[src/rtl/mfc_top.sv]
// Multi-function digital clock: time-of-day, alarm and stopwatch, with 1 Hz prescaler,
// per-button debounce/press detection and a six-digit BCD display mux.
module mfc_top #(
  parameter int CLK_PER_SEC = 100000000,
  parameter int DEB_CYCLES  = 1000000
) (
  input  logic        MCLK,
  input  logic [14:0] SPDT,
  input  logic [4:0]  button,
  output logic [23:0] disp_bcd,
  output logic [1:0]  cursor,
  output logic [1:0]  mode,
  output logic        alarm_out
);

  localparam int PW = (CLK_PER_SEC > 1) ? $clog2(CLK_PER_SEC) : 1;
  localparam int DW = (DEB_CYCLES > 1) ? $clog2(DEB_CYCLES) : 1;
  localparam logic [PW-1:0] PRE_MAX = PW'(CLK_PER_SEC - 1);
  localparam logic [DW-1:0] DEB_MAX = DW'(DEB_CYCLES - 1);

  localparam logic [1:0] M_CLK  = 2'd0;
  localparam logic [1:0] M_SW   = 2'd1;
  localparam logic [1:0] M_ASET = 2'd2;
  localparam logic [1:0] M_CSET = 2'd3;

  localparam int B_UP = 0, B_DN = 1, B_LEFT = 2, B_RIGHT = 3, B_START = 4;

  logic          rst_n;
  logic          unused_sw;
  logic [PW-1:0] pre;
  logic          tick;
  logic [DW-1:0] deb_cnt [5];
  logic [4:0]    deb_lvl;
  logic [4:0]    press;
  logic [17:0]   tod, alm, sw, tod_next, shown;
  logic          sw_run;
  logic [1:0]    mode_q;
  logic [5:0]    ring_ticks;
  logic          set_mode, set_entry, edit_ok;

  assign rst_n     = SPDT[0];
  assign unused_sw = ^SPDT[11:2];

  // {hour, min, sec}, 6 bits per field; one-second advance with full carry chain.
  function automatic logic [17:0] hms_tick(input logic [17:0] v);
    logic [5:0] s, m, h;
    s = v[5:0];
    m = v[11:6];
    h = v[17:12];
    if (s == 6'd59) begin
      s = 6'd0;
      if (m == 6'd59) begin
        m = 6'd0;
        h = (h == 6'd23) ? 6'd0 : h + 6'd1;
      end else begin
        m = m + 6'd1;
      end
    end else begin
      s = s + 6'd1;
    end
    return {h, m, s};
  endfunction

  // Single-field edit with wrap and no carry; up and down together cancel.
  function automatic logic [17:0] hms_edit(input logic [17:0] v, input logic [1:0] sel,
                                           input logic up, input logic dn);
    logic [17:0] r;
    logic [5:0]  f, top;
    r = v;
    case (sel)
      2'd1:    f = v[11:6];
      2'd2:    f = v[17:12];
      default: f = v[5:0];
    endcase
    top = (sel == 2'd2) ? 6'd23 : 6'd59;
    if (up && !dn)      f = (f == top) ? 6'd0 : f + 6'd1;
    else if (dn && !up) f = (f == 6'd0) ? top : f - 6'd1;
    case (sel)
      2'd1:    r[11:6]  = f;
      2'd2:    r[17:12] = f;
      default: r[5:0]   = f;
    endcase
    return r;
  endfunction

  function automatic logic [7:0] to_bcd(input logic [5:0] f);
    return {4'(f / 6'd10), 4'(f % 6'd10)};
  endfunction

  always_comb begin
    mode = M_CLK;
    if (!rst_n)        mode = M_CLK;
    else if (SPDT[14]) mode = M_CSET;
    else if (SPDT[13]) mode = M_ASET;
    else if (SPDT[12]) mode = M_SW;
  end

  assign tick      = (pre == PRE_MAX) && (mode != M_CSET);
  assign tod_next  = hms_tick(tod);
  assign set_mode  = mode[1];
  // The first cycle in a set mode only re-homes the cursor; edits start the cycle after.
  assign set_entry = set_mode && (mode != mode_q);
  assign edit_ok   = set_mode && (mode == mode_q);

  always_comb begin
    case (mode)
      M_SW:    shown = sw;
      M_ASET:  shown = alm;
      default: shown = tod;
    endcase
    disp_bcd = {to_bcd(shown[17:12]), to_bcd(shown[11:6]), to_bcd(shown[5:0])};
  end

  // Accepted level moves after DEB_CYCLES consecutive differing samples; rise emits press.
  always_ff @(posedge MCLK or negedge rst_n) begin
    if (!rst_n) begin
      for (int i = 0; i < 5; i++) deb_cnt[i] <= '0;
      deb_lvl <= '0;
      press   <= '0;
    end else begin
      press <= '0;
      for (int i = 0; i < 5; i++) begin
        if (button[i] == deb_lvl[i]) begin
          deb_cnt[i] <= '0;
        end else if (deb_cnt[i] == DEB_MAX) begin
          deb_cnt[i] <= '0;
          deb_lvl[i] <= button[i];
          press[i]   <= button[i];
        end else begin
          deb_cnt[i] <= deb_cnt[i] + 1'b1;
        end
      end
    end
  end

  always_ff @(posedge MCLK or negedge rst_n) begin
    if (!rst_n) begin
      pre        <= '0;
      tod        <= '0;
      alm        <= '0;
      sw         <= '0;
      sw_run     <= 1'b0;
      cursor     <= 2'd0;
      mode_q     <= M_CLK;
      alarm_out  <= 1'b0;
      ring_ticks <= '0;
    end else begin
      mode_q <= mode;
      if (mode == M_CSET || pre == PRE_MAX) pre <= '0;
      else                                  pre <= pre + 1'b1;

      if (edit_ok && mode == M_CSET) tod <= hms_edit(tod, cursor, press[B_UP], press[B_DN]);
      else if (tick)                 tod <= tod_next;

      if (edit_ok && mode == M_ASET) alm <= hms_edit(alm, cursor, press[B_UP], press[B_DN]);

      if (set_entry) begin
        cursor <= 2'd0;
      end else if (edit_ok) begin
        if (press[B_LEFT])       cursor <= (cursor == 2'd2) ? 2'd0 : cursor + 2'd1;
        else if (press[B_RIGHT]) cursor <= (cursor == 2'd0) ? 2'd2 : cursor - 2'd1;
      end

      if (mode == M_SW && press[B_START]) sw_run <= !sw_run;
      if (mode == M_SW && press[B_LEFT] && !sw_run) sw <= '0;
      else if (sw_run && tick)                      sw <= hms_tick(sw);

      // Match is judged on the value the time is about to take at this tick.
      if (!SPDT[1] || (|press)) begin
        alarm_out  <= 1'b0;
        ring_ticks <= '0;
      end else if (tick && tod_next == alm) begin
        alarm_out  <= 1'b1;
        ring_ticks <= '0;
      end else if (alarm_out && tick) begin
        if (ring_ticks == 6'd59) alarm_out <= 1'b0;
        ring_ticks <= ring_ticks + 6'd1;
      end
    end
  end

endmodule

[config.mk]
export PLATFORM = sky130hd
export DESIGN_NAME = mfc_top
export DESIGN_NICKNAME = d
export VERILOG_FILES = /design/src/rtl/mfc_top.sv
export SDC_FILE = /design/constraint.sdc
export NUM_CORES = 1
export LEC_CHECK = 0
export BUFFER_PORTS_ARGS = -buffer_cell sky130_fd_sc_hd__buf_2
export CAP_MARGIN = 15
export CORE_UTILIZATION = 50
export DETAILED_ROUTE_END_ITERATION = 7
export PLACE_DENSITY = 0.67
export SLEW_MARGIN = 10
export SYNTH_ARGS = -nofsm -noshare
export SYNTH_HDL_FRONTEND = slang
export SYNTH_SLANG_ARGS = --single-unit
export TNS_END_PERCENT = 50
[constraint.sdc]
create_clock -name MCLK -period 4.3 [get_ports MCLK]
set_input_delay 0.215 -clock MCLK [delete_from_list [all_inputs] [get_ports MCLK]]
set_output_delay 0.215 -clock MCLK [all_outputs]
set_load 0.02 [all_outputs]
==> results.md, run 1 <==
* Result of the run: complete, no violations
* Depth of the most critical reg-to-reg path at 12
* Final HPWL from detailed placement at 22.8 mm
* Number of antenna violations at the first check in global routing at 1
* Number of global-route vias before repair at 10600
* Hold path cells at 4
* Startpoint of the worst hold path: SPDT[0]
* Multiplexer fraction of the synthesized cell area at 0.0316
* Arrival @ worst endpoint at 3.77 ns
* Drt wl/cell at 17.0 um
* Netlist area before placement at 0.0133 mm2
* PnR worst setup slack at 0.313 ns
* Chip Height at 165 um
* Worst hold path endpoint: mode_q[0]$_DFF_PN0_
* Number of antenna-violating nets in the routed design at 0
* Largest net degree at the start of global routing at approximately 80
* First-pass GRT wire length at 53.1 mm
* Yosys top cell area share at 0.382
* Final Slew Violations at 0
* Chip width at 165 um
* Total Routing Usage GR at 0.243
* Port Buffer Count at 36
* Library cells used by synthesis at 95
* Count of final hold-check violations at 0
* Synth Register Bits at approximately 200
* Transition time at the pin with the least slew margin at 0.954 ns
* Clock period minus final worst setup slack at 3.99 ns
* Area delta synth->final at 10.1%
* Worst path slowest cell: sky130_fd_sc_hd__ha_1
* CTS tree: built
* # IOs at 50
* Data required time at the worst endpoint at 4.09 ns
* Reg2Reg Capture Point: tod[8]$_DFFE_PN0P_
* Total number of nets in the final design at 1604
* Minimum hold slack at 0.153 ns
* Area fraction in compound gates after synthesis at 0.153
* Crit path capture type: output pin
* Sequential share of the synthesized area at 0.382
* Crit start category: input pin
* Area of the core at between 0.02 and 0.03 mm2
* Clock sink count at 203
* Total DRC errors in the routed layout at 0
* Wire length after detailed routing at 32.3 mm
* Row count at slightly below 60
* Number of setup buffers added after CTS at 0
* Kind of critical path: in2out
* Highest Clock Rate at 251 MHz
* Clock network latency to the later pin of the worst-skew pair at 0.55 ns
* Adder-cell area share of the yosys netlist at 0.0337
* Synth Area in Simple Gates at 0.267
* CP Max Fanout at 11
* Vias per std cell at approximately 6
* Cell at the root of the clock tree: sky130_fd_sc_hd__clkbuf_16
* Post-synthesis xor/xnor area fraction at 0.0923
* Count of maximum capacitance violations at 0
* IR Drop Worst-Case VDD at 0.326 mV
* GR Overflow Total at 0
* Starting density of the core at 0.510
* Leading post-synthesis cells by cell area: sky130_fd_sc_hd__dfrtp_1 (38%), sky130_fd_sc_hd__nor2_1 (6.4%), sky130_fd_sc_hd__xnor2_1 (5.1%), sky130_fd_sc_hd__xor2_1 (4.2%), sky130_fd_sc_hd__nand3_1 (3.4%)
* H-tree Lvls at 1
* Design Area, Final at between 0.01 and 0.015 mm2
* Area enclosed by the die boundary at 0.0272 mm2
* Fin Clk Skew at 0.0283 ns
* Leakage power at 6.24 nW
* Worst slew margin relative to its limit at 0.364
* Dominant synthesized flop cell: sky130_fd_sc_hd__dfrtp_1
* Number of instances in the synthesized netlist at about 1500
* Setup Slack @ Placement at about 0.26 ns
* Proportion of layout cells with a drive suffix above 1 at 0.0996
* Worst-case register-to-register setup slack at 0.61 ns
* Sum Neg Setup Slack at 0 ns
* Num CTS Buffers at 24
* Post-synthesis async set-or-reset flop share at 1.00
* TritonRoute pass-1 iters at 6
* Dominant combinational cell family by area after synthesis: simple AND/OR/NAND/NOR gates
* Clock Path Buffers at 3
* Crit path cell chain: buf_2 > nor2b_1 > o21ai_0 > buf_4 > inv_1 > ha_1 > buf_4 > a221o_1 > o21ai_1 > and2_1 > a21oi_1 > ha_1 > nor2_1 > a22oi_1 > o21a_1 > nor3_1 > a221o_1 > buf_2
* Final setup vio count at 0
* Startpoint of the lowest-slack register-to-register path: cursor[1]$_DFFE_PN0P_
* RSZ-0062 raised after global routing: no
* Average instance area after synthesis at 8.73 um2
* Part of the cycle the worst path needs at 0.927
* Worst path max stage delay at 0.36 ns
* CTS clock-pin slew for the worst setup and hold paths at 0.06 ns
* Number of enable-type register cells in the synthesized netlist at 0
* Number of warnings printed during yosys synthesis at 0
* Power density cells at between 300 and 400 mW/mm2
* Total via count in the routed design at between 10000 and 15000
* Biggest area consumer among synthesized cells: sky130_fd_sc_hd__dfrtp_1
* Placement Cell Area at 0.0137 mm2
* Hold WC Path Type: in2reg
* Routability congestion estimate at around 0.95
* Number of design-rule violations left by the first detailed-router iteration at 839
* Post-route total power at 4.98 mW
-- worst max path at each step --
stage,start,endpoint,slack [ns],cells after the start
after global placement,SPDT[13],disp_bcd[3],0.39,19
after global routing,SPDT[13],disp_bcd[19],0.02,19
final,SPDT[12],disp_bcd[3],0.31,18
after CTS,SPDT[13],disp_bcd[3],0.27,18
after detailed placement,SPDT[13],disp_bcd[3],0.26,18
after floorplan,SPDT[12],disp_bcd[11],0.41,17
-- critical path, delay by kind of cell --
| family | cells | cell delay, ns |
|---|---|---|
| buffers and inverters | 5 | 0.71 |
| AOI/OAI and AO/OA | 7 | 1.67 |
| adders and majority gates | 2 | 0.66 |
| and+or+nand+nor | 4 | 0.51 |
-- cell usage in the layout (no fill, tap or decap), types with 35 or more instances in the layout --
| cell type | instances |
|---|---|
| sky130_fd_sc_hd__o21ai_0 | 69 |
| sky130_fd_sc_hd__ha_1 | 35 |
| sky130_fd_sc_hd__nand4_1 | 35 |
| sky130_fd_sc_hd__nor2_1 | 225 |
| sky130_fd_sc_hd__inv_1 | 51 |
| sky130_fd_sc_hd__nand2_1 | 118 |
| sky130_fd_sc_hd__dfrtp_1 | 203 |
| sky130_fd_sc_hd__nand3_1 | 89 |
| sky130_fd_sc_hd__xor2_1 | 63 |
| sky130_fd_sc_hd__a21oi_1 | 65 |
| sky130_fd_sc_hd__and3_1 | 35 |
| sky130_fd_sc_hd__xnor2_1 | 77 |
| sky130_fd_sc_hd__buf_2 | 35 |
-- registers in the layout (all words and copies together) (netlist names) --
signal and flops:
alarm_out 1, alm 18, cursor 2, deb_cnt 100
deb_lvl 5, mode_q 2, pre 27, press 5
ring_ticks 6, sw 18, sw_run 1, tod 18
-- cell type report --
cell class,count,area [um2]
Fill cell,2399,11400
Multi-Input combinational cell,1204,7690
Sequential cell,203,5080
Clock buffer,36,706
Tap cell,335,419
Timing Repair Buffer,64,417
Inverter,51,191
Clock inverter,8,125
Antenna cell,1,2.50
-- synth_stat cells (all sizes together) (11+ instances only) --
master / n
a21o: 11
a21oi: 69
a221o: 13
a22oi: 25
a31oi: 13
and2: 18
and3: 36
buf: 33
clkbuf: 33
dfrtp: 203
ha: 35
inv: 51
mux2: 23
mux2i: 16
nand2: 119
nand3: 90
nand4: 37
nor2: 225
nor2b: 18
nor3: 30
nor4: 19
o21ai: 79
or3: 18
xnor2: 77
xor2: 63
-- through the flow --
step / cells / utilization
2_1_floorplan: 1524 / -
3_3_place_gp: 1850 / 0.527
3_5_place_dp: 1850 / 0.527
4_1_cts: 1901 / 0.561
5_1_grt: 1901 / 0.561
6_report: 1902 / 0.561
-- logic make-up after synthesis --
group                      count (synthesis)
and+or+nand+nor                          684
other                                      1
muxes                                     39
xor gates and xnor gates                 140
buffers and inverters                    117
AOI/OAI and AO/OA                        302
DFF                                      203
adders and majority gates                 36
-- report_power, final --
part	leakage [nW]	switching [mW]	internal (mW)
sequential	2.78	0.0885	1.97
combinational	3.06	0.523	0.304
clock	0.402	0.832	1.26
total	6.24	1.44	3.53
-- per-layer routing --
metal / global-route usage / wire, um / up-vias
li1: - / - / 5504
met5: 0 / 0 / -
met3: 0.0424 / 2150 / 61
met4: 0.0884 / 1080 / 0
met2: 0.392 / 14500 / 371
met1: 0.326 / 14500 / 5367
-- repair_timing --
action / CTS / global route
gates resized for setup: 0 / 1
hold endpoints to repair: 23 / 0
endpoints found under the setup margin: 0 / 2
hold buffers: 7 / 0
Note: power is estimated with default switching activity, not from simulation.
==> run 2, diff against run 1 <==
CORE_UTILIZATION = 35   (was 50)
PLACE_DENSITY = 0.58   (was 0.67)
==> results.md, run 2 (same netlist as run 1, synthesis figures left out) <==
* # IOs at 50 (unchanged)
* Minimum hold slack at 0.127 ns (was 0.153 ns)
* Crit path cell chain: buf_2 > nor2b_1 > o21ai_0 > buf_4 > ha_2 > buf_4 > nor2b_1 > o211ai_1 > nor2_1 > nor2_1 > ha_1 > nand4_1 > a221o_1 > o21ai_0 > inv_1 > ha_1 > nor3_1 > a221o_1 > buf_2 (was buf_2 > nor2b_1 > o21ai_0 > buf_4 > inv_1 > ha_1 > buf_4 > a221o_1 > o21ai_1 > and2_1 > a21oi_1 > ha_1 > nor2_1 > a22oi_1 > o21a_1 > nor3_1 > a221o_1 > buf_2)
* Crit start category: input pin (unchanged)
* Sum Neg Setup Slack at 0 ns (unchanged)
* Vias per std cell at 5.48 (was 5.94)
* Post-route non-filler standard cell count at 2074 (was 1902)
* Count of final hold-check violations at 0 (unchanged)
* Num CTS Buffers at 24 (unchanged)
* Starting density of the core at 0.359 (was 0.510)
* Power density cells at 346 mW/mm2 (was 340 mW/mm2)
* Clock Path Buffers at 3 (unchanged)
* Total number of nets in the final design at 1608 (was 1604)
* Number of global-route vias before repair at 10700 (was 10600)
* Hold WC Path Type: in2reg (unchanged)
* CTS clock-pin slew for the worst setup and hold paths at 0.06 ns (about the same)
* TritonRoute pass-1 iters at 8 (was 6)
* Placement Cell Area at 0.0140 mm2 (was 0.0137 mm2)
* Number of design-rule violations left by the first detailed-router iteration at 831 (was 839)
* Startpoint of the worst hold path: SPDT[0] (unchanged)
* Reg2Reg Capture Point: tod[8]$_DFFE_PN0P_ (unchanged)
* Area enclosed by the die boundary at 0.0387 mm2 (was 0.0272 mm2)
* Total via count in the routed design at 11400 (was 11300)
* Row count at 70 (was 59)
* Port Buffer Count at 36 (unchanged)
* RSZ-0062 raised after global routing: no (unchanged)
* Leading cell type in the layout, fill and taps excluded: sky130_fd_sc_hd__nor2_1 (unchanged)
* Worst-case register-to-register setup slack at 0.68 ns (was 0.61 ns)
* Design Area, Final at 0.0149 mm2 (was 0.0146 mm2)
* Worst path max stage delay at 0.47 ns (was 0.36 ns)
* Startpoint of the lowest-slack register-to-register path: cursor[0]$_DFFE_PN0P_ (was cursor[1]$_DFFE_PN0P_)
* Cell at the root of the clock tree: sky130_fd_sc_hd__clkbuf_16 (unchanged)
* Part of the cycle the worst path needs at 0.921 (was 0.927)
* Final Slew Violations at 0 (unchanged)
* Area of the core at 0.0370 mm2 (was 0.0261 mm2)
* Routability congestion estimate at 0.963 (was 0.951)
* Depth of the most critical reg-to-reg path at 12 (unchanged)
* Count of placed standard cells including taps at 2024 (was 1850)
* Total Routing Usage GR at 0.175 (was 0.243)
* First-pass GRT wire length at 55.7 mm (was 53.1 mm)
* Arrival @ worst endpoint at 3.75 ns (was 3.77 ns)
* CTS tree: built (unchanged)
* Top register by number of flip-flops: deb_cnt (unchanged)
* Worst slew margin relative to its limit at 0.356 (was 0.364)
* Result of the run: complete, no violations (unchanged)
* Proportion of layout cells with a drive suffix above 1 at 0.105 (was 0.0996)
* IR Drop Worst-Case VDD at 0.272 mV (was 0.326 mV)
* Number of antenna violations at the first check in global routing at 1 (unchanged)
* GR Overflow Total at 0 (unchanged)
* Leakage power at 6.29 nW (was 6.24 nW)
* Registers with the highest flip-flop counts: deb_cnt: 100 flops, pre: 27 flops (unchanged)
* Number of antenna-violating nets in the routed design at 0 (unchanged)
* Worst hold path endpoint: mode_q[0]$_DFF_PN0_ (unchanged)
* Clock period minus final worst setup slack at 3.96 ns (was 3.99 ns)
* Final setup vio count at 0 (unchanged)
* Fin Clk Skew at 0.0160 ns (was 0.0283 ns)
* Chip width at 197 um (was 165 um)
* Hold path cells at 4 (unchanged)
* Highest Clock Rate at 252 MHz (was 251 MHz)
* Worst path slowest cell: sky130_fd_sc_hd__o211ai_1 (was sky130_fd_sc_hd__ha_1)
* Clock network latency to the later pin of the worst-skew pair at 0.53 ns (was 0.55 ns)
* Transition time at the pin with the least slew margin at 0.967 ns (was 0.954 ns)
* CP Max Fanout at 14 (was 11)
* Chip Height at 197 um (was 165 um)
* Largest net degree at the start of global routing at 66 (was 78)
* H-tree Lvls at 1 (unchanged)
* Max reg flops at 100 (unchanged)
* Crit path capture type: output pin (unchanged)
* Clock sink count at 203 (unchanged)
* Final HPWL from detailed placement at 24.4 mm (was 22.8 mm)
* Post-route total power at 5.17 mW (was 4.98 mW)
* Wire length after detailed routing at 33.8 mm (was 32.3 mm)
* Count of maximum capacitance violations at 0 (unchanged)
* Kind of critical path: in2out (unchanged)
* Data required time at the worst endpoint at 4.09 ns (about the same)
* Drt wl/cell at 16.3 um (was 17.0 um)
* Total DRC errors in the routed layout at 0 (unchanged)
* Area delta synth->final at 12.4% (was 10.1%)
* Most frequent cells in the layout: sky130_fd_sc_hd__nor2_1 (225), sky130_fd_sc_hd__dfrtp_1 (203), sky130_fd_sc_hd__nand2_1 (118), sky130_fd_sc_hd__nand3_1 (89), sky130_fd_sc_hd__xnor2_1 (77) (unchanged)
run 2: power breakdown:
part	internal (mW)	leakage, nW	switching, mW
logic	0.311	3.08	0.529
registers	1.97	2.78	0.0914
clock network	1.45	0.436	0.817
total	3.73	6.29	1.44
run 2: final cells by class:
class                   instances  area, um2
well taps                     504        631
fillers                      3725      22000
clock inverters                12        224
diodes                          1       2.50
clock buffers                  31        667
inverters                      51        191
multi-input cells            1204       7690
flip-flops and latches        203       5080
repair buffers                 68        444
run 2: per-layer routing:
layer / vias up / part of all wire / GRT usage / wire [um]
li1: 5518 / - / - / -
met4: 0 / 0.033 / 0.0589 / 1110
met2: 289 / 0.44 / 0.276 / 15000
met5: - / 0 / 0 / 0
met3: 60 / 0.051 / 0.0216 / 1710
met1: 5494 / 0.47 / 0.247 / 16000
run 2: timing repair:
item                                    CTS  global route
endpoints found under the hold margin    98             0
hold buffers                              6             0
setup buffers                             0             0
resized for setup                         0             4
endpoints found under the setup margin    0             6
run 2: stage by stage:
step / setup slack (ns) / utilization
after global placement: 0.286 / 0.378
after detailed placement: 0.180 / 0.378
after CTS: 0.232 / 0.404
final: 0.339 / 0.404
after floorplan: 0.415 / -
after global routing: 0.0129 / 0.404
run 2: how the worst max path moves through the flow:
stage,cells past startpoint,slack (ns),endpoint,from
after floorplan,17,0.41,disp_bcd[11],SPDT[12]
after global placement,17,0.29,disp_bcd[19],SPDT[0]
after detailed placement,18,0.18,disp_bcd[19],SPDT[0]
after CTS,19,0.23,disp_bcd[19],SPDT[13]
after global routing,15,0.01,disp_bcd[11],SPDT[12]
final,19,0.34,disp_bcd[19],SPDT[12]
run 2: critical path: cells and delay by family:
kind	cells	cell delay, ns
AO/OA/AOI/OAI	5	1.22
AND/OR/NAND/NOR	6	0.80
adder cells (fa/ha/maj)	3	0.79
buffers and inverters	5	0.71
